$ cat src/rtl/dmem_arbiter.sv
// dmem_arbiter: shares the single-port data RAM between the CPU and the
// read-only display requester. The CPU has priority. A display request that
// has been denied MAX_WAIT consecutive times is forced through, and the CPU is
// stalled for that one cycle.
//
// owner_q state | meaning
// --------------+---------------------------------------------------------
// OWN_NONE      | no read issued last cycle (idle, store, or reset)
// OWN_CPU       | CPU load issued last cycle; ram_dataOut is the CPU's data
// OWN_VGA       | display read issued last cycle; vga_valid pulses now
module dmem_arbiter #(
    parameter int ADDR_W   = 12,
    parameter int DATA_W   = 32,
    parameter int MAX_WAIT = 4
) (
    input  logic              clock,
    input  logic              reset,
    input  logic              cpu_req,
    input  logic              cpu_wEn,
    input  logic [ADDR_W-1:0] cpu_addr,
    input  logic [DATA_W-1:0] cpu_dataIn,
    output logic [DATA_W-1:0] cpu_dataOut,
    output logic              cpu_stall,
    input  logic              vga_req,
    input  logic [ADDR_W-1:0] vga_addr,
    output logic              vga_gnt,
    output logic              vga_valid,
    output logic [DATA_W-1:0] vga_data,
    output logic              ram_wEn,
    output logic [ADDR_W-1:0] ram_addr,
    output logic [DATA_W-1:0] ram_dataIn,
    input  logic [DATA_W-1:0] ram_dataOut
);

    typedef enum logic [1:0] {
        OWN_NONE = 2'd0,
        OWN_CPU  = 2'd1,
        OWN_VGA  = 2'd2
    } owner_t;

    localparam logic [3:0] WAIT_LIMIT = 4'(MAX_WAIT);

    logic [3:0] wait_cnt;
    owner_t     owner_q;
    logic       force_slot;
    logic       vga_sel;
    logic       cpu_sel;

    // Grant decision; reset blocks both grants so nothing reaches the RAM.
    always_comb begin
        force_slot = vga_req & (wait_cnt == WAIT_LIMIT);
        vga_sel    = ~reset & vga_req & (~cpu_req | force_slot);
        cpu_sel    = ~reset & cpu_req & ~vga_sel;
    end

    // RAM drive and handshake outputs; the display path never writes, so a
    // store losing to a forced slot is simply stalled and retried.
    always_comb begin
        ram_addr    = vga_sel ? vga_addr : cpu_addr;
        ram_wEn     = cpu_sel & cpu_wEn;
        ram_dataIn  = cpu_dataIn;
        cpu_stall   = cpu_req & vga_sel;
        vga_gnt     = vga_sel;
        cpu_dataOut = ram_dataOut;
        vga_data    = ram_dataOut;
        // Gated by reset so a read pending when reset hits never pulses.
        vga_valid   = ~reset & (owner_q == OWN_VGA);
    end

    // Starvation counter and return-path owner tracking.
    always_ff @(posedge clock) begin
        if (reset) begin
            wait_cnt <= 4'd0;
            owner_q  <= OWN_NONE;
        end else begin
            if (vga_sel || !vga_req) begin
                wait_cnt <= 4'd0;
            end else if (wait_cnt != WAIT_LIMIT) begin
                wait_cnt <= wait_cnt + 4'd1;
            end

            if (vga_sel) begin
                owner_q <= OWN_VGA;
            end else if (cpu_sel && !cpu_wEn) begin
                owner_q <= OWN_CPU;
            end else begin
                owner_q <= OWN_NONE;
            end
        end
    end

endmodule

$ cat config.mk
export PLATFORM = sky130hd
export DESIGN_NAME = dmem_arbiter
export DESIGN_NICKNAME = d
export VERILOG_FILES = /design/src/rtl/dmem_arbiter.sv
export SDC_FILE = /design/constraint.sdc
export NUM_CORES = 1
export LEC_CHECK = 0
export CORE_MARGIN = 10
export CORE_UTILIZATION = 20
export CTS_CLUSTER_DIAMETER = 200
export CTS_CLUSTER_SIZE = 16
export DETAILED_ROUTE_END_ITERATION = 10
export PLACE_DENSITY = 0.8
export SETUP_SLACK_MARGIN = 0.05
export SLEW_MARGIN = 20
export SYNTH_ARGS = -nofsm -noshare
export SYNTH_HDL_FRONTEND = slang
export SYNTH_SLANG_ARGS = --single-unit
$ cat constraint.sdc
create_clock -name clock -period 2.1 [get_ports clock]
set_input_delay 0.63 -clock clock [delete_from_list [all_inputs] [get_ports clock]]
set_output_delay 0.63 -clock clock [all_outputs]
set_load 0.03 [all_outputs]
## After elaboration in Yosys (flattened, before gate mapping)

Index checks and enable logic that the tools add are counted.
Widths: inputs -> output; s select.

| storage, ports and cells | value |
|---|---|
| register bits | 6 |
| input port bits | 93 |
| output and inout bits | 112 |
| word-level logic and storage cells | 28 |

| operators by class | value |
|---|---|
| add/subtract/negate cells | 1 |
| eq/ne operators | 3 |
| mux-type cells | 3 |
| bitwise logic cells | 12 |
| reductions and logical operators | 6 |

Operators by type and width:

| cell | count |
|---|---|
| $mux 12 | 1 |
| $and 1x1->1 | 8 |
| $add 4x1->4 const B | 1 |
| $eq 4x3->1 const B | 1 |
| $ne 4x3->1 const B | 1 |
| $reduce_or 2->1 | 2 |
| $not 1->1 | 3 |
| $eq 2x2->1 const B | 1 |
| $logic_not 1->1 | 2 |
| $mux 2 | 1 |
| $logic_and 1x1->1 | 1 |
| $logic_or 1x1->1 | 1 |
| $mux 1 | 1 |
| $or 1x1->1 | 1 |

## Longest topological paths before layout

Gate-level depths: netlist of run 1.

| depth | value |
|---|---|
| word-level depth | 9 |
| depth in mapped cells | 6 |
| mapped depth without buffers | 5 |

## Least setup slack after synthesis of run 1

No wires, ideal clock.

| timing path | value |
|---|---|
| path kind | input to output |
| from | in reset |
| to | out ram_addr[0] |
| arrival time | 1.559 ns |
| data required time | 1.470 ns |
| path slack | -0.089 ns |
| stages | 4 |
| buffers on the path | 1 |
| cells stage by stage | nand2b_1 a21oi_4 buf_12 mux2_4 |

| between the ends | value |
|---|---|
| word-level cells in the longest chain between the ends | 4 |

RTL lines:

| item | RTL line | source |
|---|---|---|
| start, declared | 17 | `input logic reset,` |
| $not 1->1 | 52 | `vga_sel = ~reset & vga_req & (~cpu_req \| force_slot);` |
| $and 1x1->1 (2 in series) | 52 |  |
| net vga_gnt | 26 | `output logic vga_gnt,` |
| $mux 12 | 59 | `ram_addr = vga_sel ? vga_addr : cpu_addr;` |
| end, declared | 30 | `output logic [ADDR_W-1:0] ram_addr,` |

The timed path passes the listed nets, and every way through them passes these cells.

## Final worst setup path of run 1

| timing path | value |
|---|---|
| from | in reset |
| to | out ram_addr[6] |

| between the ends | value |
|---|---|
| word-level cells in the longest chain between the ends | 4 |

RTL lines:

| item | RTL line |
|---|---|
| $not 1->1 | 52 |
| $and 1x1->1 (2 in series) | 52 |
| $mux 12 | 59 |

No other way between the ends.

==> reports/results.txt, run 1 <==
The logs give 0 for the count of max-cap constraint violations and 0 for the initial antenna violation count. The number of buffers inserted by port buffering was 44; the deepest level of the CTS H-tree was 1. The area fraction of the dominant cell type after synthesis is 59.7%.

The met2 global-route usage is 7.00%, and the number of vias in the routed layout is 622. The tools report the startpoint class of the critical path as a primary input. Via count of the first global-routing pass: 675. At the later pin of the worst-skew pair, clock insertion delay measures 0.22 ns. The number of buffers added to fix hold violations after cts was 0; the delay contributed by the slowest stage of the critical path was 0.30 ns. Cells fill 20.2% of the core in the end.

For this design the ratio of total power to cell area is 416 nW/um^2. The logs give 3 for the count of TritonRoute iterations in the first routing pass and 0 for the max-slew violation total from the final report. The first routing iteration left 10 violations. The final layout contains routed wiring with a total length of 2510 um. The run gives 5.05% as the total routing usage reported by global routing. The number of setup violations in the final report is 13. The ratio of cells with drive above 1 in the final layout works out to 57.1%. In this run the most used layer during global routing was met2.

Of all nets on the critical path, the largest fanout is 7. Synthesis produced a netlist with a net count of 233. Timing would allow up to 0.435 GHz.

After technology mapping, the gate count stands at 138. At the pin with the least slew margin, the transition time is 0.213 ns. Detailed placement finished with a half-perimeter wire length of 2070 um. The cell at the root of the clock tree was sky130_fd_sc_hd__clkbuf_8. Clock skew on the completed layout was measured at 0.000869 ns. In this design, the critical path's most frequently occurring cell is sky130_fd_sc_hd__buf_6. The cell area that synthesis handed to floorplanning was 1210 um^2. The Yosys step of the flow raised 0 warnings. In this run the remaining antenna-violating nets after routing total 0. The run finished, with violations left. Final hold analysis gives a worst-case slack of 0.511 ns. The cell family contributing the most delay on the critical path is buffers and inverters. The tools report the count of fill cells added during filler insertion as 640. The finished cells cover 1190 um^2. The routed design could run at a clock period as short as 2.30 ns.

Entering global routing, the biggest net connects 8 pins. The data required time at the worst endpoint is 1.47 ns. The worst pin sits at a relative slew slack of 85.6%.

The endpoint arrival time on the critical path is 1.67 ns. The run gives -0.197 ns as the final critical-path setup slack. The tools report the total congestion overflow after global routing as 0. The layout overhead on the synthesized area was -1.35%. After floorplanning, the core was divided into 28 placement rows. The most used flip-flop cell after synthesis is sky130_fd_sc_hd__dfxtp_1. The kind of critical path is primary input to output port.

Die area: 9550 um^2. The number of buffers and inverters on the critical path is 3. For the met1 demand-to-capacity share in global routing, the log shows 4.15%. The run gives 6 as the number of sinks driven by the clock tree. The total CTS buffers was 3. After floorplanning, the core was sized to cover 5890 um^2. In this run, synthesis inferred 0 flip-flops with an integrated enable. TritonCTS built the clock tree. For the antenna cell count, the log shows 0. Global routing consumed, on the met3 layer, 3.98% of the routing resources. The cell at the slowest stage of the critical path is sky130_fd_sc_hd__mux2_4. The final critical-path share of the clock period is 109%. The placed instances occupy a cell area of 1060 um^2. The tools report the final weighted congestion in routability-driven placement as 0.743. For this run, design rule violations remaining after detail routing come to 0. The chip width was 97.7 um. Yosys attributes the largest share of cell area to sky130_fd_sc_hd__buf_4 (60%), sky130_fd_sc_hd__dfxtp_1 (9.9%), sky130_fd_sc_hd__mux2_4 (9.9%). The run gives 0.502 nW as the leakage power figure. The final reports fail on negative setup slack. The first global-routing pass estimated 3750 um of wire.

In this run the vertical extent of the chip is 97.7 um. For the worst ir drop on vdd, the log shows 0.147 mV. The fraction of the yosys area taken by sequential cells is 9.95%. The cell type with the highest aggregate area in the netlist is sky130_fd_sc_hd__buf_4. Synthesis instantiated 22 different standard cells from the library. Setup repair after global routing could not meet its margin everywhere. The average instance in the mapped netlist occupies 8.75 um^2. The worst setup path is captured at an output port. The post-synthesis async set-or-reset flop share is 0%. The clock edge transition at the registers on the reported setup and hold paths was 0.04 ns. The net count of the finished layout is 195. 205 I/O pins were placed. Once the floorplan was initialized, standard cells occupied 20.5% of the core. The mean routed wirelength per cell is 14.5 um, and the via density per instance is 3.60.

In this run the worst hold path is classified as register to register. The maximum clock insertion buffer count was 2. The signal on the critical path passes through buf_6 > nand2b_4 > a21oi_4 > clkbuf_16 > mux2_4 > buf_6.

Synthesis inferred 6 register bits. Final count of hold timing violations: 0.
## layout by cell type (no fill, tap or decap), drive strengths merged
| cell | count |
|---|---|
| clkbuf | 4 |
| and2 | 1 |
| nand3 | 1 |
| nor4bb | 1 |
| and4b | 1 |
| or3b | 1 |
| xnor2 | 1 |
| a21oi | 2 |
| nand3b | 1 |
| mux2 | 12 |
| and3b | 1 |
| dlygate4sd2 | 1 |
| clkdlybuf4s50 | 24 |
| nand2 | 1 |
| inv | 3 |
| buf | 28 |
| ha | 2 |
| dfxtp | 6 |
| nor2 | 4 |
| nand2b | 1 |
| nor3b | 1 |
| xor2 | 1 |
## cell usage after synthesis, types with 2 or more instances
master / n
sky130_fd_sc_hd__buf_4: 96
sky130_fd_sc_hd__mux2_4: 8
sky130_fd_sc_hd__dfxtp_1: 6
sky130_fd_sc_hd__mux2_2: 4
sky130_fd_sc_hd__nor2_1: 4
sky130_fd_sc_hd__inv_1: 3
sky130_fd_sc_hd__ha_1: 2
## state kept, by name (all words and copies together), names as in the netlist
| signal | flops |
|---|---|
| owner_q | 2 |
| wait_cnt | 4 |
## logic make-up (layout without fill, tap and decap cells)
logic type | Yosys count | in the layout | share of synthesized area (%)
buffers and inverters | 100 | 60 | 62.3
AND/OR/NAND/NOR | 14 | 14 | 8.81
multiplexers | 12 | 12 | 13.7
flip-flops | 6 | 6 | 9.95
adder cells (fa/ha/maj) | 2 | 2 | 2.07
AO/OA/AOI/OAI | 2 | 2 | 1.76
XOR/XNOR | 2 | 2 | 1.45
## path summary, 6_finish.rpt
kind / from / endpoint / slack, ns / cells past startpoint
worst min-delay path: wait_cnt[0] / wait_cnt[0] / 0.51 / 2
worst max register to register: wait_cnt[1] / wait_cnt[2] / 0.78 / 5
worst min register to register: wait_cnt[0] / wait_cnt[0] / 0.51 / 2
worst max-delay path: reset / ram_addr[6] / -0.20 / 6
## tightest hold or removal path, delay by kind of cell, from the launching register on
family                 cells  cell delay (ns)
DFF                        1             0.33
buffers and inverters      1             0.11
and+or+nand+nor            1             0.04
## cell type report
| class | count | area, um^2 | area share, % |
|---|---|---|---|
| Inverter | 3 | 11.3 | 0.945 |
| Timing Repair Buffer | 54 | 548 | 46.0 |
| Tap cell | 75 | 93.8 | 7.88 |
| Clock buffer | 3 | 41.3 | 3.47 |
| Sequential cell | 6 | 123 | 10.3 |
| Multi-Input combinational cell | 32 | 374 | 31.4 |
## routing by layer
layer,wire length (um),up-vias
met3,391,37
met4,233,0
met5,0,-
met1,828,266
met2,1050,60
li1,-,259
## power breakdown
part	leakage, nW	internal [mW]	switching [mW]
Clock	0.0216	0.123	0.0523
Combinational	0.431	0.121	0.0802
Sequential	0.0497	0.117	0.000998
Total	0.502	0.362	0.134
## timing repair
action / CTS / global route
setup buffers: 2 / 0
pin swaps: 4 / 2
resized for setup: 106 / 2
gates cloned: 1 / 0
endpoints found under the setup margin: 16 / 15
## through the flow
stage	std cells	total power [mW]	TNS, ns	worst slack (ns)
floorplan	138	0.546	-0.228	-0.0286
global placement	167	0.303	-12.20	-1.01
detailed placement	167	0.304	-12.63	-1.04
CTS	173	0.503	-2.55	-0.221
global route	173	0.518	-2.84	-0.249
finish	173	0.496	-2.18	-0.197
(Power assumes the default switching activity.)
==> inputs of run 2 (changes only) <==
CAP_MARGIN = 30   (was default)
==> results of run 2 <==
Final layout, timing and power as in run 1 (identical DEF).
==> inputs of run 3 (changes only) <==
CORE_MARGIN = 1   (was 10)
SLEW_MARGIN = 30   (was 20)
==> run 3 against run 2 <==
Against the previous run:
- the flow still finishes with violations (negative setup slack)
- first-iteration DRC count is 40% lower
- non-clock buffer count is 2 higher
- largest power group unchanged
- clock skew about the same
- final cell count fell by 0.58%
- clock power about the same
==> reports/results.txt, run 3 (synthesized netlist as in run 1, its figures left out) <==
Kind of critical path: primary input to output port (unchanged). The ratio of cells with drive above 1 in the final layout was 58.0% (was 57.1%). The cell at the root of the clock tree was sky130_fd_sc_hd__clkbuf_8 (unchanged). The number of sinks driven by the clock tree was 6 (unchanged); the total net switching power was 0.134 mW (about the same). The routed wire length came out at 2080 um (was 2510 um). Total routing usage reported by global routing: 6.61% (was 5.05%). Crit-path cells: buf_6 > nand2b_4 > a21oi_4 > clkbuf_16 > mux2_4 > buf_6 (unchanged).

The worst ir drop on vdd was 0.149 mV (was 0.147 mV). Post-route setup TNS: -2.36 ns (was -2.18 ns). The standard-cell row count is 27 (was 28).

The logs give 0.499 mW (was 0.496 mW) for the overall power of the completed layout and 0.366 mW (was 0.362 mW) for the internal power. The largest fanout of any net on the critical path is 7 (unchanged). The run gives 2 (unchanged) as the maximum clock insertion buffer count. The most frequent standard cell in the layout excluding fill and tap cells is sky130_fd_sc_hd__clkdlybuf4s50_1 (unchanged). The chip width was 79.7 um (was 97.7 um).

The delay contributed by the slowest stage of the critical path was 0.30 ns (about the same); the final critical delay including setup and external delays was 2.30 ns (about the same). Largest registers ranked by flip-flop count: wait_cnt: 4 flops, owner_q: 2 flops (unchanged). For the top achievable clock speed, the log shows 0.435 GHz (about the same). The run gives 0 (unchanged) as the count of max-cap constraint violations. The post-detailed-placement half-perimeter wirelength is 1600 um (was 2070 um), and the count of TritonRoute iterations in the first routing pass is 3 (unchanged). The total instance count after detailed placement was 166 (was 167); the deepest level of the CTS H-tree was 1 (unchanged). The tools report the number of setup violations in the final report as 14 (was 13). The post-placement setup slack is -1.02 ns (was -1.04 ns).

The cell type with the highest occurrence count on the critical path is sky130_fd_sc_hd__buf_6 (unchanged). The register containing the most flip-flops in the final layout was wait_cnt (unchanged). The number of I/O pins came out at 205 (unchanged). Setup repair after global routing could not meet its margin everywhere. The run gives 3 (unchanged) as the total CTS buffers. The path class of the lowest-slack min-delay path was register to register (unchanged). The clock share of power is 35.0% (was 35.4%), and the final cell count without fillers is 172 (was 173).

The run gives 81.8% (was 85.6%) as the headroom to the max-slew limit. Failing checks: negative setup slack (unchanged). Max-slew violation total from the final report: 0 (unchanged). The mean routed wirelength per cell is 12.1 um (was 14.5 um).

The final critical-path share of the clock period was 110% (was 109%); the first-pass GRT wire length was 2930 um (was 3750 um). Commonest cells after routing, fill and taps aside: sky130_fd_sc_hd__clkdlybuf4s50_1 (24), sky130_fd_sc_hd__buf_6 (17), sky130_fd_sc_hd__mux2_4 (12), sky130_fd_sc_hd__buf_4 (9) (was sky130_fd_sc_hd__clkdlybuf4s50_1 (24), sky130_fd_sc_hd__buf_6 (15), sky130_fd_sc_hd__mux2_4 (12), sky130_fd_sc_hd__buf_4 (10)). Die area: 6350 um^2 (was 9550 um^2).

The total congestion overflow after global routing is 0 (unchanged), and the initial antenna violation count is 0 (unchanged). The power density normalized to cell area was 409 nW/um^2 (was 416 nW/um^2). TritonCTS built the clock tree. The clock latency on the worst-skew pair was 0.22 ns (about the same). The number of flip-flops under the largest register name is 4 (unchanged). The leakage power figure was 0.519 nW (was 0.502 nW); the violation count after the first detailed-route iteration was 6 (was 10). The maximum number of pins on one net before global-route repair was 8 (unchanged). Critical path capture point type: an output port (unchanged).

The tools report the sequential group share of total power as 23.7% (was 23.9%). The maximum clock skew at final layout came out at 0.00125 ns (was 0.000869 ns). The count of nets left with antenna violations after detail routing was 0 (unchanged). The flow ran to the end, but the final reports show violations.

The floorplan die height came out at 79.7 um (was 97.7 um). The clock edge transition at the registers on the reported setup and hold paths was 0.04 ns (about the same). The number of stages on the worst hold path came out at 2 (unchanged).

The run gives 0 (unchanged) as the final count of hold timing violations. The layout overhead on the synthesized area is 1.24% (was -1.35%). The startpoint class of the critical path was a primary input (unchanged).

The cell at the slowest stage of the critical path was sky130_fd_sc_hd__mux2_4 (unchanged). Final weighted congestion in routability-driven placement: 0.655 (was 0.743). The via density per instance is 3.53 (was 3.60), and the initial core utilization is 21.3% (was 20.5%).

The combinational power share is 41.2% (was 40.7%). The run gives 0 (unchanged) as the antenna cell count. The via count of the first global-routing pass was 612 (was 675); the placeable core region was 5680 um^2 (was 5890 um^2). The final critical-path setup slack is -0.201 ns (was -0.197 ns). The remaining routing DRC violations is 0 (unchanged), and the cell count of the worst reg-to-reg path is 5 (unchanged). The switching fraction of total power was 26.8% (was 26.9%); the number of buffers inserted by port buffering was 44 (unchanged). The number of vias in the routed layout was 608 (was 622); the transition time of the tightest slew-check pin was 0.270 ns (was 0.213 ns). The endpoint arrival time on the critical path was 1.67 ns (about the same). The layout net count is 197 (was 195). The tools report the data required time at the worst endpoint as 1.47 ns (about the same).
run 3: worst max-delay path: cells and delay by family:
kind                   cells  cell delay (ns)
and+or+nand+nor            1             0.14
muxes                      1             0.30
buffers and inverters      3             0.42
AOI/OAI and AO/OA          1             0.18
run 3: cell type report:
class | count | area (um^2)
multi-input cells | 32 | 374
flip-flops and latches | 6 | 123
clock buffers | 3 | 41.3
inverters | 3 | 11.3
repair buffers | 56 | 583
fillers | 611 | 4450
well taps | 72 | 90.1
run 3: path summary, 6_finish.rpt:
| check | startpoint | end | slack (ns) |
|---|---|---|---|
| min | wait_cnt[0] | wait_cnt[0] | 0.51 |
| max | reset | ram_addr[3] | -0.20 |
| min reg2reg | wait_cnt[0] | wait_cnt[0] | 0.51 |
| max reg2reg | wait_cnt[0] | wait_cnt[3] | 0.77 |
run 3: per-stage QoR:
stage / area [um^2] / hold WS (ns) / utilization [%]
floorplan: 1210 / 0.430 / -
global placement: 1090 / 0.501 / 19.2
detailed placement: 1090 / 0.521 / 19.2
CTS: 1210 / 0.530 / 21.4
global route: 1220 / 0.530 / 21.5
finish: 1220 / 0.512 / 21.5
run 3: timing repair:
action / CTS / global route
pin swaps: 4 / 2
hold buffers: 0 / 0
gates cloned: 1 / 0
hold endpoints to repair: 0 / 0
buffers inserted: 1 / 1
gates resized for setup: 113 / 3
endpoints found under the setup margin: 16 / 15
run 3: power by group through the flow:
stage	clock network (mW)	logic, mW	registers [mW]
2_1_floorplan	0	0.426	0.120
3_3_place_gp	0	0.186	0.120
3_5_place_dp	0	0.188	0.120
4_1_cts	0.182	0.208	0.118
5_1_grt	0.189	0.218	0.118
6_report	0.175	0.206	0.118
run 3: layer usage:
metal | GRT usage, % | vias up | part of all wire (%)
li1 | - | 263 | -
met1 | 4.90 | 260 | 29
met2 | 10.0 | 55 | 46
met3 | 5.49 | 30 | 18
met4 | 7.09 | 0 | 7.1
met5 | 0 | - | 0
